## src/rtl/mem_stage_pkg.sv

```systemverilog
// Shared types, funct3 codes and access helpers for the memory stage.
package mem_stage_pkg;

  localparam int unsigned XLEN   = 32;
  localparam int unsigned REG_AW = 5;
  localparam int unsigned BE_W   = 4;

  typedef enum logic [1:0] {
    MEM_NONE  = 2'd0,
    MEM_LOAD  = 2'd1,
    MEM_STORE = 2'd2
  } mem_op_t;

  typedef enum logic [1:0] {
    ST_IDLE = 2'd0,
    ST_BUSY = 2'd1,
    ST_DONE = 2'd2
  } state_t;

  localparam logic [2:0] F3_LB  = 3'b000;
  localparam logic [2:0] F3_LH  = 3'b001;
  localparam logic [2:0] F3_LW  = 3'b010;
  localparam logic [2:0] F3_LBU = 3'b100;
  localparam logic [2:0] F3_LHU = 3'b101;
  localparam logic [2:0] F3_SB  = 3'b000;
  localparam logic [2:0] F3_SH  = 3'b001;
  localparam logic [2:0] F3_SW  = 3'b010;

  // Undefined funct3 codes fall through to word-sized accesses.
  function automatic logic is_byte(input logic is_store, input logic [2:0] f3);
    return is_store ? (f3 == F3_SB) : (f3 == F3_LB || f3 == F3_LBU);
  endfunction

  function automatic logic is_half(input logic is_store, input logic [2:0] f3);
    return is_store ? (f3 == F3_SH) : (f3 == F3_LH || f3 == F3_LHU);
  endfunction

  function automatic logic [BE_W-1:0] access_be(input logic is_store, input logic [2:0] f3,
                                                input logic [1:0] a);
    if (is_byte(is_store, f3))      return 4'b0001 << a;
    else if (is_half(is_store, f3)) return a[1] ? 4'b1100 : 4'b0011;
    else                            return 4'b1111;
  endfunction

  function automatic logic [XLEN-1:0] store_wdata(input logic [2:0] f3,
                                                  input logic [XLEN-1:0] d);
    if (f3 == F3_SB)      return {4{d[7:0]}};
    else if (f3 == F3_SH) return {2{d[15:0]}};
    else                  return d;
  endfunction

  function automatic logic misaligned(input logic is_store, input logic [2:0] f3,
                                      input logic [1:0] a);
    return (is_half(is_store, f3) && a[0]) || (f3 == F3_LW && a != 2'b00);
  endfunction

endpackage

```

## src/rtl/mem_stage_if.sv

```systemverilog
// Data-memory request/response bus between the memory stage and memory.
interface mem_stage_if;
  import mem_stage_pkg::*;

  logic            mem_req;
  logic            mem_we;
  logic [XLEN-1:0] mem_addr;
  logic [XLEN-1:0] mem_wdata;
  logic [BE_W-1:0] mem_be;
  logic            mem_ack;
  logic [XLEN-1:0] mem_rdata;

  modport master (output mem_req, mem_we, mem_addr, mem_wdata, mem_be,
                  input  mem_ack, mem_rdata);
  modport slave  (input  mem_req, mem_we, mem_addr, mem_wdata, mem_be,
                  output mem_ack, mem_rdata);
endinterface

```

## src/rtl/mem_load_align.sv

```systemverilog
// Extracts the addressed byte/halfword from a load word and sign/zero-extends it.
module mem_load_align
  import mem_stage_pkg::*;
(
  input  logic [2:0]      funct3,
  input  logic [1:0]      addr_lo,
  input  logic [XLEN-1:0] rdata,
  output logic [XLEN-1:0] data_c
);

  logic [7:0]  byte_c;
  logic [15:0] half_c;

  always_comb begin
    byte_c = rdata[7:0];
    case (addr_lo)
      2'd1:    byte_c = rdata[15:8];
      2'd2:    byte_c = rdata[23:16];
      2'd3:    byte_c = rdata[31:24];
      default: byte_c = rdata[7:0];
    endcase
    half_c = addr_lo[1] ? rdata[31:16] : rdata[15:0];
  end

  always_comb begin
    data_c = rdata;
    case (funct3)
      F3_LB:   data_c = {{24{byte_c[7]}}, byte_c};
      F3_LBU:  data_c = {24'd0, byte_c};
      F3_LH:   data_c = {{16{half_c[15]}}, half_c};
      F3_LHU:  data_c = {16'd0, half_c};
      default: data_c = rdata;
    endcase
  end

endmodule

```

## src/rtl/mem_stage.sv

```systemverilog
// Pipeline memory stage: passes ALU results through, runs loads/stores on a req/ack bus.
// Optional MEM_STAGE_MISALIGN_TRAP_EN turns misaligned half/word accesses into a misalign pulse.
module mem_stage
  import mem_stage_pkg::*;
(
  input  logic              clk,
  input  logic              rst,
  input  logic              valid_in,
  input  logic [1:0]        mem_op_in,
  input  logic [2:0]        funct3_in,
  input  logic [REG_AW-1:0] rd_addr_in,
  input  logic [XLEN-1:0]   rd_in,
  input  logic [XLEN-1:0]   store_data_in,
  input  logic              writeback_en_in,
  output logic              stall_out,
  output logic [REG_AW-1:0] rd_addr_out,
  output logic [XLEN-1:0]   rd_out,
  output logic              writeback_en_out,
  output logic              misalign_out,
  mem_stage_if.master       mem
);

  state_t            state, state_nxt;
  logic              req_nxt, we_nxt, wb_nxt, misalign_nxt;
  logic [XLEN-1:0]   addr_nxt, wdata_nxt, rd_nxt;
  logic [BE_W-1:0]   be_nxt;
  logic [REG_AW-1:0] rd_addr_nxt;
  logic              is_load_c, is_store_c, is_mem_c, mis_c;
  logic [XLEN-1:0]   load_data_c;

  assign is_load_c  = valid_in && (mem_op_in == MEM_LOAD);
  assign is_store_c = valid_in && (mem_op_in == MEM_STORE);
  assign is_mem_c   = is_load_c || is_store_c;

`ifdef MEM_STAGE_MISALIGN_TRAP_EN
  assign mis_c = is_mem_c && misaligned(is_store_c, funct3_in, rd_in[1:0]);
`else
  assign mis_c = 1'b0;
`endif

  mem_load_align u_align (
    .funct3  (funct3_in),
    .addr_lo (rd_in[1:0]),
    .rdata   (mem.mem_rdata),
    .data_c  (load_data_c)
  );

  // Next-state and next-output logic; registers hold unless a branch updates them.
  always_comb begin
    state_nxt    = state;
    stall_out    = 1'b0;
    req_nxt      = mem.mem_req;
    we_nxt       = mem.mem_we;
    addr_nxt     = mem.mem_addr;
    wdata_nxt    = mem.mem_wdata;
    be_nxt       = mem.mem_be;
    rd_addr_nxt  = rd_addr_out;
    rd_nxt       = rd_out;
    wb_nxt       = 1'b0;
    misalign_nxt = 1'b0;
    case (state)
      ST_IDLE: begin
        if (mis_c) begin
          misalign_nxt = 1'b1;
        end else if (is_mem_c) begin
          stall_out = 1'b1;
          req_nxt   = 1'b1;
          we_nxt    = is_store_c;
          addr_nxt  = {rd_in[XLEN-1:2], 2'b00};
          wdata_nxt = store_wdata(funct3_in, store_data_in);
          be_nxt    = access_be(is_store_c, funct3_in, rd_in[1:0]);
          state_nxt = ST_BUSY;
        end else begin
          rd_addr_nxt = rd_addr_in;
          rd_nxt      = rd_in;
          wb_nxt      = writeback_en_in && valid_in;
        end
      end
      ST_BUSY: begin
        stall_out = 1'b1;
        if (mem.mem_ack) begin
          req_nxt   = 1'b0;
          state_nxt = ST_DONE;
          if (!mem.mem_we) begin
            rd_addr_nxt = rd_addr_in;
            rd_nxt      = load_data_c;
            wb_nxt      = writeback_en_in;
          end
        end
      end
      ST_DONE: state_nxt = ST_IDLE;
      default: state_nxt = ST_IDLE;
    endcase
  end

  always_ff @(posedge clk) begin
    if (!rst) begin
      state            <= ST_IDLE;
      mem.mem_req      <= 1'b0;
      mem.mem_we       <= 1'b0;
      mem.mem_addr     <= '0;
      mem.mem_wdata    <= '0;
      mem.mem_be       <= '0;
      rd_addr_out      <= '0;
      rd_out           <= '0;
      writeback_en_out <= 1'b0;
      misalign_out     <= 1'b0;
    end else begin
      state            <= state_nxt;
      mem.mem_req      <= req_nxt;
      mem.mem_we       <= we_nxt;
      mem.mem_addr     <= addr_nxt;
      mem.mem_wdata    <= wdata_nxt;
      mem.mem_be       <= be_nxt;
      rd_addr_out      <= rd_addr_nxt;
      rd_out           <= rd_nxt;
      writeback_en_out <= wb_nxt;
      misalign_out     <= misalign_nxt;
    end
  end

endmodule

```

## src/flat_wrapper.sv

```systemverilog
// flat-port wrapper written by rule: the top's interface ports become plain ports
module mem_stage_flat import mem_stage_pkg::*;
  (clk, rst, valid_in, mem_op_in, funct3_in, rd_addr_in, rd_in, store_data_in, writeback_en_in, stall_out, rd_addr_out, rd_out, writeback_en_out, misalign_out, mem_mem_req, mem_mem_we, mem_mem_addr, mem_mem_wdata, mem_mem_be, mem_mem_ack, mem_mem_rdata);
  mem_stage_if mem_i ();
  input  logic clk;
  input  logic rst;
  input  logic valid_in;
  input  logic [1:0] mem_op_in;
  input  logic [2:0] funct3_in;
  input  logic [REG_AW-1:0] rd_addr_in;
  input  logic [XLEN-1:0] rd_in;
  input  logic [XLEN-1:0] store_data_in;
  input  logic writeback_en_in;
  output logic stall_out;
  output logic [REG_AW-1:0] rd_addr_out;
  output logic [XLEN-1:0] rd_out;
  output logic writeback_en_out;
  output logic misalign_out;
  output wire logic [$bits(mem_i.mem_req)-1:0] mem_mem_req;
  output wire logic [$bits(mem_i.mem_we)-1:0] mem_mem_we;
  output wire logic [$bits(mem_i.mem_addr)-1:0] mem_mem_addr;
  output wire logic [$bits(mem_i.mem_wdata)-1:0] mem_mem_wdata;
  output wire logic [$bits(mem_i.mem_be)-1:0] mem_mem_be;
  input wire logic [$bits(mem_i.mem_ack)-1:0] mem_mem_ack;
  input wire logic [$bits(mem_i.mem_rdata)-1:0] mem_mem_rdata;
  assign mem_mem_req = mem_i.mem_req;
  assign mem_mem_we = mem_i.mem_we;
  assign mem_mem_addr = mem_i.mem_addr;
  assign mem_mem_wdata = mem_i.mem_wdata;
  assign mem_mem_be = mem_i.mem_be;
  assign mem_i.mem_ack = mem_mem_ack;
  assign mem_i.mem_rdata = mem_mem_rdata;
  mem_stage u_core (.clk(clk), .rst(rst), .valid_in(valid_in), .mem_op_in(mem_op_in), .funct3_in(funct3_in), .rd_addr_in(rd_addr_in), .rd_in(rd_in), .store_data_in(store_data_in), .writeback_en_in(writeback_en_in), .stall_out(stall_out), .rd_addr_out(rd_addr_out), .rd_out(rd_out), .writeback_en_out(writeback_en_out), .misalign_out(misalign_out), .mem(mem_i));
endmodule
```

## config.mk

```make
export PLATFORM = sky130hd
export DESIGN_NAME = mem_stage_flat
export DESIGN_NICKNAME = d
export VERILOG_FILES = /design/src/rtl/mem_stage_pkg.sv /design/src/rtl/mem_stage_if.sv /design/src/rtl/mem_load_align.sv /design/src/rtl/mem_stage.sv /design/src/flat_wrapper.sv
export SDC_FILE = /design/constraint.sdc
export NUM_CORES = 1
export LEC_CHECK = 0
export CORE_AREA = 5 5 143 91
export CTS_BUF_LIST = sky130_fd_sc_hd__clkbuf_16
export DETAILED_ROUTE_END_ITERATION = 8
export DIE_AREA = 0 0 148 96
export PLACE_DENSITY = 0.85
export SLEW_MARGIN = 20
export SYNTH_ARGS = -nofsm -noshare
export SYNTH_HDL_FRONTEND = slang
export SYNTH_SLANG_ARGS = --single-unit
```

## constraint.sdc

```tcl
create_clock -name clk -period 2.8 [get_ports clk]
set_input_delay 0.56 -clock clk [delete_from_list [all_inputs] [get_ports clk]]
set_output_delay 0.56 -clock clk [all_outputs]
set_load 0.02 [all_outputs]
```

; After elaboration in Yosys (flattened, before gate mapping)
; Index checks and enable logic that the tools add are counted.
[word_totals]
input_bits = 111
reg_bits = 108
out_inout_bits = 110
wordCells = 66
[op_classes]
shift = 1
eq_ne = 13
mux = 30
n_reduce_logical = 13
[op_table]
columns = operator, n
row1 = $mux 32, 5
row2 = $pmux 32 s4, 1
row3 = $pmux 32 s2, 1
row4 = $pmux 8 s3, 1
row5 = $mux 16, 1
row6 = $mux 5, 3
row7 = $mux 4, 3
row8 = $pmux 5 s2, 1
row9 = $mux 1, 8
row10 = $eq 2x1->1 const B, 3
row11 = $eq 2x2->1 const B, 3
row12 = $eq 3x3->1 const B, 2
row13 = $ne 2x2->1 const B, 3
row14 = $pmux 1 s2, 3
row15 = $mux 2, 2
row16 = $pmux 2 s2, 1
row17 = $reduce_and 2->1, 2
row18 = $reduce_and 4->1, 1
row19 = $shl 1x2->4 const A, 1
row20 = $eq 3x1->1 const B, 1
row21 = $logic_and 1x1->1, 3
row22 = $logic_not 3->1, 1
row23 = $logic_or 1x1->1, 3
row24 = $reduce_and 3->1, 1
row25 = 3 further kinds, 3

; Logic depth before layout (Yosys ltp)
[logic_depth]
word_depth = 6
ltp_mapped = 6
depth_no_buf = 4

; Modules after synthesis
; Synthesis repeated with hierarchy kept, for this count alone.
[hier_totals]
cells_unflattened = 632
hier_area_um2 = 5337.6
[by_module_without_submodules]
columns = mod, n_inst, seq_area_each_um2, cells_per_inst, area_per_inst_um2
row1 = mem_stage, 1, 2162.1, 521, 4669.5
row2 = mem_load_align, 1, 0.0, 111, 668.1

; Least setup slack after synthesis
; OpenSTA, ideal clock, no wires.
[synth_path]
path_type = input port to flip-flop
start = input rd_in[0]
end = register u_core.rd_out[16]
stages = 6
n_path_buf = 2
arrival_time_ns = 1.674
setup_time_ns = 0.086
slack_ns = 1.040
required_ns = 2.714
cell_sequence = buf_2 -> or3b_1 -> a32oi_1 -> o21ai_2 -> buf_6 -> a211oi_1
[synth_via]
elab_chain_len = 6
elab_cells_between_ends = 8
cone_classes = eq/ne (3) / mux (5)
[synth_lines]
columns = element, line
row1 = "start, declared", flat_wrapper.sv:11  ; input logic [XLEN-1:0] rd_in;
row2 = $eq 2x2->1 / $eq 2x1->1 (equally long branches), mem_load_align.sv:16  ; case (addr_lo)
row3 = $pmux 8 s3 (*), mem_load_align.sv:16
row4 = $pmux 32 s4 (*), mem_load_align.sv:27  ; case (funct3)
row5 = $mux 32 (*), mem_stage.sv:84  ; if (!mem.mem_we) begin
row6 = $mux 32 (*), mem_stage.sv:81  ; if (mem.mem_ack) begin
row7 = $pmux 32 s2 (*), mem_stage.sv:61  ; case (state)
row8 = "end signal, assigned", mem_stage.sv:116  ; rd_out <= rd_nxt;
row9 = "end, declared", mem_stage.sv:17  ; output logic [XLEN-1:0] rd_out,
; Every way passes the cells marked *; elsewhere a longest branch is shown, timed or not. The select of a mux whose other input is x is not followed.
; A chain may end at the register's enable or synchronous reset.

; Worst setup path in the final report
[layout_path]
start = input mem_op_in[0]
end = output stall_out
[layout_via]
elab_chain_len = 5
elab_cells_between_ends = 7
cone_classes = eq/ne (2) / mux (2) / reduce/logical (3)
[layout_lines]
columns = element, line
row1 = "start, declared", flat_wrapper.sv:8  ; input logic [1:0] mem_op_in;
row2 = $eq 2x1->1 / $eq 2x2->1 (equally long branches), "mem_stage.sv:31, mem_stage.sv:32"
row3 = "$logic_and 1x1->1, on equally long branches", "mem_stage.sv:31, mem_stage.sv:32"
row4 = $logic_or 1x1->1 (*), mem_stage.sv:33  ; assign is_mem_c = is_load_c || is_store_c;
row5 = $mux 1 (*), mem_stage.sv:65  ; end else if (is_mem_c) begin
row6 = $pmux 1 s2 (*), mem_stage.sv:61
row7 = "end, declared", flat_wrapper.sv:14  ; output logic stall_out;
; Every way passes the cells marked *; elsewhere a longest branch is shown, timed or not.

==> results_dict.tcl <==
set metrics [dict create \
    critPathCapture "stall_out" \
    whs_ns 0.459 \
    hold_path.class "reg2reg" \
    synth.cells.most_frequent "nand2_1, dfxtp_1, a21oi_1" \
    post_cts_buffers 0 \
    ant_nets 0 \
    crit_fanout 4 \
    slew_headroom 0.554 \
    fp.dieH_um 96 \
    ir_drop_mv 0.303 \
    synth-main-ff-cell "dfxtp_1" \
    rows 31 \
    synth_top_area_cell "dfxtp_1" \
    wl_per_cell_um 19.4 \
    vias_per_cell 5.59 \
    firstDrtPassIters 5 \
    cts_buffers 9 \
    holdBufCountCts 0 \
    routed-via-count 5494 \
    timing.final.crit_share 0.954 \
    core_sq_um 11600 \
    io_pins 221 \
    maxSlewViolCount 0 \
    seq_area_frac_synth 0.418 \
    yosys_warnings 0 \
    startpoint "mem_op_in[0]" \
    crit_type "in2out" \
    die-area_sq_um 14200 \
    synthArstFlopShare 0 \
    diodes 0 \
    power.density_nw_per_um2 532 \
    syn_inst 632 \
    die_w_um 148 \
    synth_edf_count 0 \
    setup_viol 0 \
    tritoncts "built" \
    synth.distinct_cells 53 \
    drt_iter0_markers 329 \
    grtUsageTotal 0.261 \
    syn_area_sq_um 5170 \
    cp.arrival_ns 2.11 \
    syn_area_per_cell_sq_um 8.19 \
    final-hold-violation-count 0 \
    clockBufferDepth 2 \
    clock_skew_ns 0.00437 \
    portBuffers 217 \
    r2r-start "u_core.state[0]" \
    clkSlewWorstSetupHoldPaths_ns 0.07 \
    cts_root_buf "clkbuf_16" \
    cp_data_required_time_ns 2.24 \
    total_power_mw 4.15 \
    outcome "finished clean" \
    worstSkewPairLatency_ns 0.34 \
    cts_max_level 3 \
    drive_above_1_share 0.0898 \
    grt_pass1_wl_mm 29.2 \
    rsz0062_at_grt "no" \
    netlist.area_leader.share 0.418 \
    gp_congestion 0.934 \
    crit_path_end_kind "output pin" \
    p_leak_nw 2.95 \
    fin_nets 941 \
    antenna_found_initial 0 \
    tightest_slew_ns 0.670 \
    grt_pass1_vias 5300 \
    ys_ff_latch 108 \
    yosys-top-cells-area "dfxtp_1, nand2_1, a21oi_1" \
    r2r-end "u_core.rd_out[29]" \
    grt_overflow 0 \
    grt_max_degree 61 \
    crit_path_start_kind "primary input" \
    final_util 0.671 \
    syn_to_final_growth_pct 50.5 \
    totalWireLength_mm 19.0 \
    drc 0 \
    fmax_mhz 374 \
    min_period_ns 2.67 \
    cts.sinks 108 \
    maxCapViolCount 0 \
    yosysMostFrequentCell "nand2_1" \
    r2r_setup_slack_ns 0.85 \
    dp_hpwl_mm 14.6 \
    min_delay_path_depth 2 \
    cts_resized 0 \
    start_util 0.446 \
    tns_ns 0 \
    worst-r2r-cell-count 5 \
    nFillCells 930 \
]
==> per-layer routing <==
metal / up-vias / global-route usage / wire length [um] / part of all wire
li1: 2619 / - / - / -
met1: 2601 / 0.360 / 8690 / 0.46
met2: 254 / 0.413 / 8340 / 0.44
met3: 20 / 0.0734 / 1780 / 0.093
met4: 0 / 0.0507 / 223 / 0.012
met5: - / 0 / 0 / 0
==> power by group <==
part	switching (mW)	internal [mW]
combinational	0.626	0.576
clock	0.590	0.609
sequential	0.0773	1.67
total	1.29	2.85
==> layout by cell type (no fill, tap or decap), types with 7 or more instances in the layout <==
master	n
a31oi_1	9
o21ai_0	18
clkbuf_16	9
and3b_1	7
nor2_1	35
buf_4	25
a211oi_1	23
o211ai_1	8
dfxtp_1	108
a21oi_1	91
or2_2	17
mux2i_1	39
nand2_1	129
a311oi_1	9
clkdlybuf4s50_1	217
==> logic make-up (layout without fill, tap and decap cells) <==
kind of cell / Yosys count / in the layout / synth area share
mux: 44 / 44 / 0.0885
other cells: 1 / 3 / 0.000725
compound gates: 193 / 193 / 0.238
simple gates: 219 / 219 / 0.190
buf+inv: 66 / 267 / 0.0617
xor+xnor: 1 / 1 / 0.00314
flops: 108 / 108 / 0.418
==> critical path: stages <==
cell and delay, ns:
clkdlybuf4s50_1 0.58, xor2_2 0.18, a21oi_1 0.09, nor2_1 0.08
clkdlybuf4s50_1 0.61
==> sequential cells by signal (all words and copies together) (netlist names), 2 cells and up <==
| signal | count |
|---|---|
| u_core.mem.mem_wdata | 32 |
| u_core.rd_out | 32 |
| u_core.mem.mem_addr | 30 |
| u_core.rd_addr_out | 5 |
| u_core.mem.mem_be | 4 |
| u_core.state | 2 |
==> cell type report <==
cell class              instances  area, sq um  area share
flip-flops and latches        108         2160       0.278
repair buffers                245         2420       0.311
clock buffers                   9          225      0.0289
well taps                     148          185      0.0238
inverters                       6         22.5     0.00289
clock inverters                 7         52.6     0.00675
multi-input cells             460         2720       0.349
==> per-stage QoR <==
stage	cells	instance area [sq um]	setup WS [ns]
after floorplan	634	5180	1.04
after global placement	967	7510	0.162
after detailed placement	967	7510	0.147
after CTS	983	7790	0.135
after global routing	983	7790	0.0602
final	983	7790	0.130
==> worst min path at each step <==
stage | from | slack, ns | to
finish | u_core.mem.mem_wdata[4] | 0.46 | u_core.mem.mem_wdata[4]
global placement | u_core.mem.mem_addr[20] | 0.44 | u_core.mem.mem_addr[20]
floorplan | u_core.rd_addr_out[0] | 0.53 | u_core.rd_addr_out[0]
detailed placement | u_core.mem.mem_wdata[5] | 0.45 | u_core.mem.mem_wdata[5]
CTS | u_core.mem.mem_wdata[31] | 0.46 | u_core.mem.mem_wdata[31]
global route | u_core.mem.mem_addr[8] | 0.48 | u_core.mem.mem_addr[8]
No activity file was read; power rests on OpenSTA's default activity.
